**config.mk**
```make
export PLATFORM = sky130hd
export DESIGN_NAME = pipe_hazard_ctrl
export DESIGN_NICKNAME = d
export VERILOG_FILES = /design/src/rtl/hazard_pkg.sv /design/src/rtl/hazard_perf_cnt.sv /design/src/rtl/pipe_hazard_ctrl.sv
export SDC_FILE = /design/constraint.sdc
export NUM_CORES = 1
export LEC_CHECK = 0
export CAP_MARGIN = 15
export CORE_ASPECT_RATIO = 0.75
export CORE_MARGIN = 3
export CORE_UTILIZATION = 35
export DETAILED_ROUTE_END_ITERATION = 10
export PLACE_DENSITY = 0.63
export SKIP_CTS_REPAIR_TIMING = 1
export SYNTH_ARGS = -nofsm -noshare
export SYNTH_HDL_FRONTEND = slang
export SYNTH_SLANG_ARGS = --single-unit
```
**constraint.sdc**
```tcl
create_clock -name clk -period 2.4 [get_ports clk]
set_input_delay 0.72 -clock clk [delete_from_list [all_inputs] [get_ports clk]]
set_output_delay 0.72 -clock clk [all_outputs]
set_load 0.02 [all_outputs]
```
**src/rtl/hazard_pkg.sv**
```systemverilog
// Shared types and helpers for the pipeline hazard controller.
//   hz_state_t  : controller sequencing state
//   range_mask  : returns a vector with bits lo..hi set (MaxStages wide, callers slice)
//   Def*        : default stage-index constants for a 4-buffer pipeline
package hazard_pkg;

    localparam int unsigned MaxStages = 32;

    localparam int unsigned DefNumStages    = 4;
    localparam int unsigned DefBrResolveStg = 2;
    localparam int unsigned DefJmpResolveStg = 1;
    localparam int unsigned DefLoadStallStg = 2;
    localparam int unsigned DefMemTimeout   = 255;
    localparam int unsigned DefCntW         = 16;

    typedef enum logic [1:0] {
        RUN         = 2'd0,
        MEM_WAIT    = 2'd1,
        ALERT_DRAIN = 2'd2,
        ALERT_FLUSH = 2'd3
    } hz_state_t;

    // Bits lo..hi inclusive; empty when lo > hi.
    function automatic logic [MaxStages-1:0] range_mask(input int unsigned lo,
                                                        input int unsigned hi);
        logic [MaxStages-1:0] m;
        m = '0;
        for (int unsigned i = 0; i < MaxStages; i++) begin
            if (i >= lo && i <= hi) m[i] = 1'b1;
        end
        return m;
    endfunction

endpackage

```
**src/rtl/hazard_perf_cnt.sv**
```systemverilog
// Two independent saturating event counters.
//   clk, rst_n       : clock, asynchronous active-low reset
//   stall_inc_i      : count one stall cycle
//   flush_inc_i      : count one flush cycle
//   stall_cnt_o      : stall-cycle count, saturates at all-ones
//   flush_cnt_o      : flush-cycle count, saturates at all-ones
module hazard_perf_cnt #(
    parameter int unsigned CNT_W = 16
) (
    input  logic             clk,
    input  logic             rst_n,
    input  logic             stall_inc_i,
    input  logic             flush_inc_i,
    output logic [CNT_W-1:0] stall_cnt_o,
    output logic [CNT_W-1:0] flush_cnt_o
);

    logic [CNT_W-1:0] stall_cnt_q, stall_cnt_d;
    logic [CNT_W-1:0] flush_cnt_q, flush_cnt_d;

    always_comb begin
        stall_cnt_d = stall_cnt_q;
        flush_cnt_d = flush_cnt_q;
        if (stall_inc_i && (stall_cnt_q != '1)) stall_cnt_d = stall_cnt_q + 1'b1;
        if (flush_inc_i && (flush_cnt_q != '1)) flush_cnt_d = flush_cnt_q + 1'b1;
    end

    always_ff @(posedge clk or negedge rst_n) begin
        if (!rst_n) begin
            stall_cnt_q <= '0;
            flush_cnt_q <= '0;
        end else begin
            stall_cnt_q <= stall_cnt_d;
            flush_cnt_q <= flush_cnt_d;
        end
    end

    assign stall_cnt_o = stall_cnt_q;
    assign flush_cnt_o = flush_cnt_q;

endmodule

```
**src/rtl/pipe_hazard_ctrl.sv**
```systemverilog
// Pipeline hazard controller: per-buffer stall/flush generation with alert drain/flush
// sequencing, deferred mispredict flush across memory stalls and a memory-stall timeout.
// Buffer 0 is IF/ID, buffer NUM_STAGES-1 is the last pipeline buffer.
// Optional event counters are built only when HAZARD_PERF_CNT_EN is defined; otherwise
// stall_cnt/flush_cnt are tied to zero.
//   clk, rst_n          : clock, asynchronous active-low reset
//   branch_mispredict   : mispredict resolved this cycle
//   mem_stall           : memory not ready
//   alert               : interrupt/exception request (level)
//   load_hazard         : load-use hazard
//   branch_call_jump    : taken call/jump redirect
//   stall, flush        : per-buffer hold / clear (combinational, zero in reset)
//   alert_ack           : one-cycle pulse when the alert flush is applied
//   mem_timeout         : sticky memory-stall timeout flag
//   busy                : controller not in RUN
//   stall_cnt, flush_cnt: stall-cycle / flush-cycle counts
module pipe_hazard_ctrl
    import hazard_pkg::*;
#(
    parameter int unsigned NUM_STAGES      = DefNumStages,
    parameter int unsigned BR_RESOLVE_STG  = DefBrResolveStg,
    parameter int unsigned JMP_RESOLVE_STG = DefJmpResolveStg,
    parameter int unsigned LOAD_STALL_STG  = DefLoadStallStg,
    parameter int unsigned MEM_TIMEOUT     = DefMemTimeout,
    parameter int unsigned CNT_W           = DefCntW
) (
    input  logic                  clk,
    input  logic                  rst_n,
    input  logic                  branch_mispredict,
    input  logic                  mem_stall,
    input  logic                  alert,
    input  logic                  load_hazard,
    input  logic                  branch_call_jump,
    output logic [NUM_STAGES-1:0] stall,
    output logic [NUM_STAGES-1:0] flush,
    output logic                  alert_ack,
    output logic                  mem_timeout,
    output logic                  busy,
    output logic [CNT_W-1:0]      stall_cnt,
    output logic [CNT_W-1:0]      flush_cnt
);

    localparam int unsigned DrainW = (NUM_STAGES > 1) ? $clog2(NUM_STAGES) : 1;
    localparam int unsigned ToW    = (MEM_TIMEOUT > 0) ? $clog2(MEM_TIMEOUT + 1) : 1;

    localparam logic [DrainW-1:0] DrainInit  = DrainW'(NUM_STAGES - 1);
    localparam logic [ToW-1:0]    TimeoutVal = ToW'(MEM_TIMEOUT);

    localparam logic [MaxStages-1:0] BrMaskW   = range_mask(0, BR_RESOLVE_STG);
    localparam logic [MaxStages-1:0] JmpMaskW  = range_mask(0, JMP_RESOLVE_STG);
    localparam logic [MaxStages-1:0] LoadMaskW = range_mask(0, LOAD_STALL_STG);
    // Slicing drops the bubble bit when LOAD_STALL_STG is already the last buffer.
    localparam logic [MaxStages-1:0] BubMaskW  = range_mask(LOAD_STALL_STG + 1,
                                                            LOAD_STALL_STG + 1);

    localparam logic [NUM_STAGES-1:0] BrMask   = BrMaskW[NUM_STAGES-1:0];
    localparam logic [NUM_STAGES-1:0] JmpMask  = JmpMaskW[NUM_STAGES-1:0];
    localparam logic [NUM_STAGES-1:0] LoadMask = LoadMaskW[NUM_STAGES-1:0];
    localparam logic [NUM_STAGES-1:0] BubMask  = BubMaskW[NUM_STAGES-1:0];
    localparam logic [NUM_STAGES-1:0] AllOnes  = '1;
    localparam logic [NUM_STAGES-1:0] FetchBit = NUM_STAGES'(1);

    hz_state_t         state_q, state_d;
    logic              pend_q, pend_d;
    logic [DrainW-1:0] drain_q, drain_d;
    logic [ToW-1:0]    to_q, to_d, to_inc;
    logic              mem_timeout_q, mem_timeout_d;

    logic [NUM_STAGES-1:0] stall_c, flush_c;
    logic                  ack_c;
    logic                  run_rules;

    assign to_inc = (to_q == TimeoutVal) ? to_q : to_q + 1'b1;

    always_comb begin
        state_d       = state_q;
        pend_d        = pend_q;
        drain_d       = drain_q;
        to_d          = to_q;
        mem_timeout_d = mem_timeout_q;
        stall_c       = '0;
        flush_c       = '0;
        ack_c         = 1'b0;
        run_rules     = 1'b0;

        unique case (state_q)
            RUN: run_rules = 1'b1;

            MEM_WAIT: begin
                if (mem_stall) begin
                    stall_c = AllOnes;
                    to_d    = to_inc;
                    if (branch_mispredict) pend_d = 1'b1;
                    if (to_inc == TimeoutVal) mem_timeout_d = 1'b1;
                end else begin
                    // Memory ready: this cycle is handled exactly as RUN would.
                    run_rules = 1'b1;
                    to_d      = '0;
                    state_d   = RUN;
                end
            end

            ALERT_DRAIN: begin
                if (branch_mispredict) pend_d = 1'b1;
                if (mem_stall) begin
                    stall_c = AllOnes;
                end else begin
                    // Only the fetch side holds; older instructions keep retiring.
                    stall_c = FetchBit;
                    if (drain_q <= DrainW'(1)) begin
                        drain_d = '0;
                        state_d = ALERT_FLUSH;
                    end else begin
                        drain_d = drain_q - 1'b1;
                    end
                end
            end

            ALERT_FLUSH: begin
                flush_c = AllOnes;
                ack_c   = 1'b1;
                pend_d  = 1'b0;
                state_d = RUN;
            end

            default: state_d = RUN;
        endcase

        if (run_rules) begin
            if (alert) begin
                flush_c = FetchBit;
                drain_d = DrainInit;
                state_d = ALERT_DRAIN;
            end else if (mem_stall) begin
                // Entry cycle of a memory stall counts toward the timeout.
                stall_c = AllOnes;
                to_d    = to_inc;
                state_d = MEM_WAIT;
                if (branch_mispredict) pend_d = 1'b1;
                if (to_inc == TimeoutVal) mem_timeout_d = 1'b1;
            end else if (branch_mispredict || pend_q) begin
                flush_c = BrMask;
                pend_d  = 1'b0;
            end else if (load_hazard) begin
                stall_c = LoadMask;
                flush_c = BubMask;
            end else if (branch_call_jump) begin
                flush_c = JmpMask;
            end
        end
    end

    always_ff @(posedge clk or negedge rst_n) begin
        if (!rst_n) begin
            state_q       <= RUN;
            pend_q        <= 1'b0;
            drain_q       <= '0;
            to_q          <= '0;
            mem_timeout_q <= 1'b0;
        end else begin
            state_q       <= state_d;
            pend_q        <= pend_d;
            drain_q       <= drain_d;
            to_q          <= to_d;
            mem_timeout_q <= mem_timeout_d;
        end
    end

    assign stall       = rst_n ? stall_c : '0;
    assign flush       = rst_n ? flush_c : '0;
    assign alert_ack   = rst_n & ack_c;
    assign mem_timeout = mem_timeout_q;
    assign busy        = (state_q != RUN);

`ifdef HAZARD_PERF_CNT_EN
    hazard_perf_cnt #(
        .CNT_W(CNT_W)
    ) u_perf_cnt (
        .clk        (clk),
        .rst_n      (rst_n),
        .stall_inc_i(|stall),
        .flush_inc_i(|flush),
        .stall_cnt_o(stall_cnt),
        .flush_cnt_o(flush_cnt)
    );
`else
    assign stall_cnt = '0;
    assign flush_cnt = '0;
`endif

endmodule

```
==> results_dict.tcl, run 1 <==
set metrics [dict create \
    synthTopCellsByArea "dfrtp_1, buf_4, ha_1" \
    setup_tns_ps 0 \
    maxCapViolations 0 \
    synthToLayoutAreaGrowth_pct 29.4 \
    netlist.area_leader.share_pct 24.6 \
    clock_latency_ps 250 \
    worstPathMaxFanout 3 \
    dp_cells 252 \
    drt_iter0_markers 55 \
    syn_area_mm2 0.00143 \
    hold_viol_final 0 \
    dp_hpwl_um 2480 \
    leakage_nw 0.914 \
    drtPass1Iterations 4 \
    cp-startpoint "state_q[0]$_DFF_PN0_" \
    swShare_pct 42.7 \
    seqPwrFrac_pct 21.3 \
    clock_path_buffers 2 \
    synth_area_leader_cell "dfrtp_1" \
    p_per_area_mw_per_mm2 968 \
    power_frac_comb_pct 65.8 \
    avgSynthCellArea_um2 8.43 \
    viasPerCell 4.75 \
    fin_cells 263 \
    setup_viol 0 \
    grt_pass1_wl_um 4990 \
    antenna-diode-count 0 \
    final_cell_mix "conb_1, buf_4, dfrtp_1" \
    synth_ff_type "dfrtp_1" \
    skew_ps 2.94 \
    drive_gt1_share_pct 32.2 \
    place_area_mm2 0.00166 \
    core_area_mm2 0.00378 \
    min-delay-start "drain_q[1]$_DFF_PN0_" \
    cts_made_buffers 3 \
    hp-class "register to register" \
    status "finished clean" \
    internal-power_mw 1.02 \
    p_switching_mw 0.762 \
    antenna_found_initial 0 \
    htreeDepth 1 \
    overflow 0 \
    grt_max_degree 15 \
    wirelength_um 3220 \
    peakVddDrop_mv 0.410 \
    crit_required_ps 1680 \
    critPathCaptureType "output port" \
    seq_area_frac_synth_pct 24.6 \
    ys_types 43 \
    fin_crit_sh_pct 99.1 \
    yosysWarnings 0 \
    dr_total_vias 1250 \
    startpoint_type "register" \
    r2r_slack_ps 650 \
    worstReg2RegStart "to_q[0]$_DFF_PN0_" \
    routabilityCongestion 0.874 \
    tritoncts "built" \
    final_nets 226 \
    ys_ff_latch 14 \
    crit_type "register to output port" \
    grt_pass1_vias 1072 \
    die_h_um 61.3 \
    pwr-share-clk_pct 12.9 \
    async_flop_share_pct 100 \
    die-area_mm2 0.00488 \
    initial_core_util_pct 37.7 \
    io_pins 50 \
    grt_usage_pct 12.7 \
    fin_crit_ps 2380 \
    synth-edff-count 0 \
    clkTransAtPathRegs_ps 60 \
    drtAntennaViolNets 0 \
    cts_root_buf "clkbuf_8" \
    routedWlPerCell_um 12.2 \
    cts_sinks 14 \
    die_w_um 79.7 \
    arrival_ps 1660 \
    fmaxAchievable_mhz 421 \
    grt_setup_unrepaired "yes" \
    portBuffers 17 \
    fin_area_mm2 0.00184 \
    row_count 19 \
    slew_viol_final 0 \
    drc 0 \
    synthCells 169 \
]
[synth_stat cells, drive strengths merged, types with 3 or more instances]
| cell | number |
|---|---|
| ha | 7 |
| o21ai | 20 |
| a21oi | 11 |
| o21a | 4 |
| and3 | 3 |
| nand2 | 14 |
| dfrtp | 14 |
| inv | 6 |
| a31oi | 4 |
| nand4 | 3 |
| nor2 | 4 |
| a22o | 5 |
| buf | 40 |
| nor2b | 4 |
| nand3 | 3 |
[worst paths after layout]
check,to,depth (start not counted)
setup / recovery,stall[3],7
max in group asynchronous,mem_timeout$_DFF_PN0_,3
hold / removal,drain_q[1]$_DFF_PN0_,2
setup reg to reg,mem_timeout$_DFF_PN0_,5
min in group asynchronous,to_q[1]$_DFF_PN0_,3
hold reg to reg,drain_q[1]$_DFF_PN0_,2
[metal layers]
layer	GRT usage, %	share of wire [%]
met1	19.3	49
met2	18.9	44
met3	3.07	6.3
met4	1.47	0.37
met5	0	0
[registers in the layout, indices dropped and copies added (netlist names)]
name and flops:
to_q 8, drain_q 2, state_q 2, mem_timeout 1, pend_q 1
[critical path, cell delays in order, from the launching register on]
cell and delay [ps]:
dfrtp_1 430, inv_2 80, buf_6 130, ha_4 150
o211ai_1 230, a21oi_1 60, o21a_1 200, buf_6 130
[logic make-up after synthesis]
kind of cell	count (synthesis)	synth area share, %
compound gates	59	28.9
xor+xnor	1	0.615
fa+ha+maj	7	6.15
buf+inv	46	23.1
flops	14	24.6
mux	2	1.76
other cells	1	0.263
simple gates	39	14.7
[per-stage QoR]
| stage | hold slack (ps) | total power, mW | worst slack [ps] | utilization (%) |
|---|---|---|---|---|
| global placement | 517 | 1.37 | -799 | 43.9 |
| global route | 571 | 1.92 | -58.8 | 48.8 |
| CTS | 549 | 1.63 | -822 | 45.3 |
| finish | 549 | 1.79 | 22.4 | 48.8 |
| floorplan | 424 | 1.03 | 0.929 | - |
| detailed placement | 524 | 1.39 | -819 | 43.9 |
[power by group through the flow]
| stage | Clock [mW] | Combinational, mW | Sequential, mW |
|---|---|---|---|
| final | 0.230 | 1.17 | 0.381 |
| after global routing | 0.246 | 1.29 | 0.392 |
| after CTS | 0.241 | 1.02 | 0.373 |
| after detailed placement | 0 | 1.01 | 0.374 |
| after global placement | 0 | 0.999 | 0.375 |
| after floorplan | 0 | 0.684 | 0.346 |
[final cells by class]
type | count | area [um2]
multi-input cells | 140 | 946
clock buffers | 4 | 55.1
flip-flops and latches | 14 | 350
repair buffers | 47 | 405
well taps | 52 | 65.1
inverters | 6 | 22.5
fillers | 372 | 1940
Power figures use the tool's default switching activity.
==> inputs of run 2 (changes only) <==
Settings changed: CELL_PAD_IN_SITES_DETAIL_PLACEMENT set to 1, CELL_PAD_IN_SITES_GLOBAL_PLACEMENT set to 1, CORE_UTILIZATION 35 to 33, PLACE_DENSITY 0.63 to 0.79.
==> results_dict.tcl, run 2 (synthesized netlist as in run 1, its figures left out) <==
set metrics [dict create \
    fin_cells 263 \
    crit_required_ps 1680 \
    htreeDepth 1 \
    worstRegToRegCells 5 \
    cts_made_buffers 3 \
    clock_path_buffers 2 \
    leakage_nw 0.874 \
    largest_reg_flops 8 \
    io_pins 50 \
    hold_slack_ps 547 \
    dp_cells 255 \
    row_count 20 \
    skew_ps 3.15 \
    p_per_area_mw_per_mm2 986 \
    hp-class "register to register" \
    drtAntennaViolNets 0 \
    drc 0 \
    drive_gt1_share_pct 32.2 \
    grt_usage_pct 14.9 \
    antenna-diode-count 0 \
    worst-path-buf-inv 3 \
    critPathCaptureType "output port" \
    drt_iter0_markers 32 \
    viasPerCell 4.83 \
    status "complete, but fails checks" \
    hold_viol_final 0 \
    portBuffers 17 \
    maxCapViolations 0 \
    grt_max_degree 11 \
    violations "negative setup slack" \
    initial_core_util_pct 34.7 \
    core_area_mm2 0.00410 \
    overflow 0 \
    fmaxAchievable_mhz 411 \
    grt_pass1_vias 1216 \
    die_h_um 62.9 \
    wirelength_um 3760 \
    largestRegisters "to_q (8), drain_q (2), state_q (2)" \
    dp_hpwl_um 2860 \
    cp-startpoint "rst_n" \
    clkTransAtPathRegs_ps 60 \
    worstPathMaxFanout 10 \
    drtPass1Iterations 4 \
    arrival_ps 1710 \
    r2r_slack_ps 610 \
    slew_viol_final 0 \
    fin_crit_ps 2430 \
    fin_ws_ps -32.1 \
    crit_chain "clkdlybuf4s50_1, buf_6, o21ai_1, a21oi_2, buf_4" \
    tritoncts "built" \
    die_w_um 81.9 \
    die-area_mm2 0.00515 \
    routabilityCongestion 0.791 \
    grt_setup_unrepaired "yes" \
    routedWlPerCell_um 14.3 \
    fillCellCount 515 \
    slowest_stage "clkdlybuf4s50_1" \
    final_cell_mix "conb_1, buf_4, dfrtp_1" \
    cpPeakStageDelay_ps 480 \
    peakVddDrop_mv 0.426 \
    dr_total_vias 1271 \
    final_nets 223 \
    cts_root_buf "clkbuf_8" \
    synthToLayoutAreaGrowth_pct 26.7 \
    worstReg2RegStart "to_q[0]$_DFF_PN0_" \
    setup_viol 5 \
    grt_pass1_wl_um 6000 \
    clock_latency_ps 250 \
    regMostFlops "to_q" \
    crit_type "input pin to output port" \
    reg2reg_to "mem_timeout$_DFF_PN0_" \
    startpoint_type "input pin" \
    cp.depth 5 \
    crit_family "buffers and inverters" \
    critPathCapture "flush[0]" \
    antenna_found_initial 0 \
    fin_crit_sh_pct 101 \
    utilization_pct 44.0 \
    cts_sinks 14 \
]
## run 2: area by class of cell
type,instances,area [um2],share of cell area (%)
clock buffers,4,55.1,3.05
inverters,6,22.5,1.25
multi-input cells,140,942,52.2
well taps,55,68.8,3.81
flip-flops and latches,14,350,19.4
repair buffers,44,367,20.3
## run 2: power breakdown
part / total, mW / switching [mW] / internal [mW]
Combinational: 1.16 / 0.613 / 0.549
Sequential: 0.384 / 0.0864 / 0.298
Clock: 0.233 / 0.0877 / 0.145
## run 2: tightest hold or removal path, stage by stage, from the launching register on
cell and delay (ps):
dfrtp_1 370, nand2_1 60, o211ai_1 80
## run 2: metal layers
layer,share of wire [%],GRT usage (%)
met5,0,0
met4,1.3,5.81
met3,4.4,2.74
met2,46,21.5
met1,48,21.6
## run 2: worst min-delay path by stage
| stage | startpoint | endpoint | slack [ps] | depth (start not counted) |
|---|---|---|---|---|
| after CTS | drain_q[0]$_DFF_PN0_ | drain_q[0]$_DFF_PN0_ | 550 | 2 |
| after detailed placement | drain_q[0]$_DFF_PN0_ | drain_q[0]$_DFF_PN0_ | 530 | 2 |
| final | drain_q[0]$_DFF_PN0_ | drain_q[0]$_DFF_PN0_ | 550 | 2 |
| after global placement | drain_q[0]$_DFF_PN0_ | drain_q[0]$_DFF_PN0_ | 510 | 2 |
| after floorplan | rst_n | drain_q[0]$_DFF_PN0_ | 420 | 0 |
| after global routing | drain_q[0]$_DFF_PN0_ | drain_q[0]$_DFF_PN0_ | 590 | 2 |
## run 2: through the flow
step	area (um2)	TNS [ps]	total power, mW	setup slack, ps
after detailed placement	1650	-7030	1.41	-892
after CTS	1710	-7140	1.65	-894
after global routing	1810	-742	1.93	-116
final	1810	-80.9	1.78	-32.1
after floorplan	1550	0	1.03	0.929
after global placement	1650	-6530	1.37	-812
==> inputs of run 3 (changes only) <==
Settings changed: TNS_END_PERCENT set to 100.
==> results of run 3 <==
Same layout as run 2: the final DEF is identical, and so are final timing and power.
==> edit: new RTL, flow settings as in run 3 <==
The option `HAZARD_PERF_CNT_EN` is turned on by a define.
--- a/src/rtl/pipe_hazard_ctrl.sv
+++ b/src/rtl/pipe_hazard_ctrl.sv
@@ -14,6 +14,8 @@
 //   mem_timeout         : sticky memory-stall timeout flag
 //   busy                : controller not in RUN
 //   stall_cnt, flush_cnt: stall-cycle / flush-cycle counts
+`define HAZARD_PERF_CNT_EN
+
 module pipe_hazard_ctrl
     import hazard_pkg::*;
 #(
Check against the original RTL: not equivalent (Yosys sat finds a counterexample within 4 cycles, from zero or initial values and one cycle with rst_n low).
==> edit against run 3 <==
  * Cell count is 84% higher
  * Worst setup slack got worse by 110 ps
  * Routed wire length grew 140%
  * Sequential cell count increased by 32
  * Design area is 120% higher
  * Synthesized area is 100% higher
  * Synthesized cell count increased by 74%
  * Power increased by 120%
  * The run still ends with setup timing left
  * Largest power group unchanged
  * Die area is 90% higher
  * Global-route usage up 2.9 points
==> edit: results (changes against run 3) <==
| Metric | Value |
|---|---|
| Biggest area contributors in the synthesized netlist | `sky130_fd_sc_hd__dfrtp_1 40%, sky130_fd_sc_hd__xnor2_1 8.6%, sky130_fd_sc_hd__ha_1 4.0% (was sky130_fd_sc_hd__dfrtp_1 25%, sky130_fd_sc_hd__buf_4 18%, sky130_fd_sc_hd__ha_1 6.1%)` |
| Min-Delay Path Class | `in -> async (was reg -> reg)` |
| Number of antenna violations at the first check in global routing | `1 (was 0)` |
| Number of distinct library cells after synthesis | `60 (was 43)` |
| Power Internal | `2.304 mW (was 0.9928 mW)` |
| P_clk | `0.718 mW (was 0.233 mW)` |
| Clock Root Buffer | `sky130_fd_sc_hd__clkbuf_16 (was sky130_fd_sc_hd__clkbuf_8)` |
| Share of final-layout standard cells stronger than drive strength 1 | `0.2513 (was 0.3221)` |
| Start point of the critical path | `state_q[1]$_DFF_PN0_ (was rst_n)` |
| Layout Cells excl Fill | `484 (was 263)` |
| Cell type group with the largest total delay on the critical path | `simple AND/OR/NAND/NOR gates (was buffers and inverters)` |
| End point of the critical path | `stall[3] (was flush[0])` |
| Proportion of synthesized chip area in sequential cells | `0.4039 (was 0.2458)` |
| Synthesized instance count | `294 (was 169)` |
| Portion of netlist area occupied by mux cells | `0.007902 (was 0.01756)` |
| Worst-case setup margin in the final layout | `-142.9 ps (was -32.15 ps)` |
| Run status | `complete, but fails checks (unchanged)` |
| Delay of the slowest critical-path stage | `400 ps (was 480 ps)` |
| Seq group | `1.13 mW (was 0.384 mW)` |
| Vias in the first global route | `2725 (was 1216)` |
| Final setup viols | `8 (was 5)` |
| Violations in the final reports | `setup timing (unchanged)` |
| Maximum ir drop on the vdd rail | `0.0004685 V (was 0.0004260 V)` |
| XOR/XNOR share of the synthesized area | `0.09789 (was 0.006146)` |
| Port-buffer cells | `49 (was 17)` |
| R2r setup slk | `250 ps (was 610 ps)` |
| Clock buffers created by TritonCTS | `5 (was 3)` |
| Routability congestion estimate from global placement | `0.7850 (was 0.7912)` |
| H-tree depth | `2 (was 1)` |
==> edit: per-layer routing <==
metal | part of all wire | track usage | routed length (µm) | up-vias
li1 | - | - | - | 1229
met1 | 0.45 | 0.2397 | 4024 | 1347
met2 | 0.48 | 0.2790 | 4290 | 56
met3 | 0.043 | 0.04327 | 379 | 20
met4 | 0.020 | 0.06332 | 174 | 0
met5 | 0 | 0 | 0 | -
==> edit: final cells by class <==
| type | count | share of cell area |
|---|---|---|
| antenna | 1 | 0.0006363 |
| clock buffer | 5 | 0.03182 |
| clock inverter | 3 | 0.005409 |
| inverter | 11 | 0.01050 |
| multi-input combinational | 224 | 0.4244 |
| sequential | 46 | 0.2930 |
| tap | 105 | 0.03341 |
| timing repair buffer | 89 | 0.2008 |
==> edit: per-stage QoR <==
step | area [µm²] | setup slack (ps)
global route | 3933 | -222.4
floorplan | 2864 | -2.920
CTS | 3809 | -953.4
global placement | 3662 | -889.6
detailed placement | 3662 | -939.7
finish | 3933 | -142.9
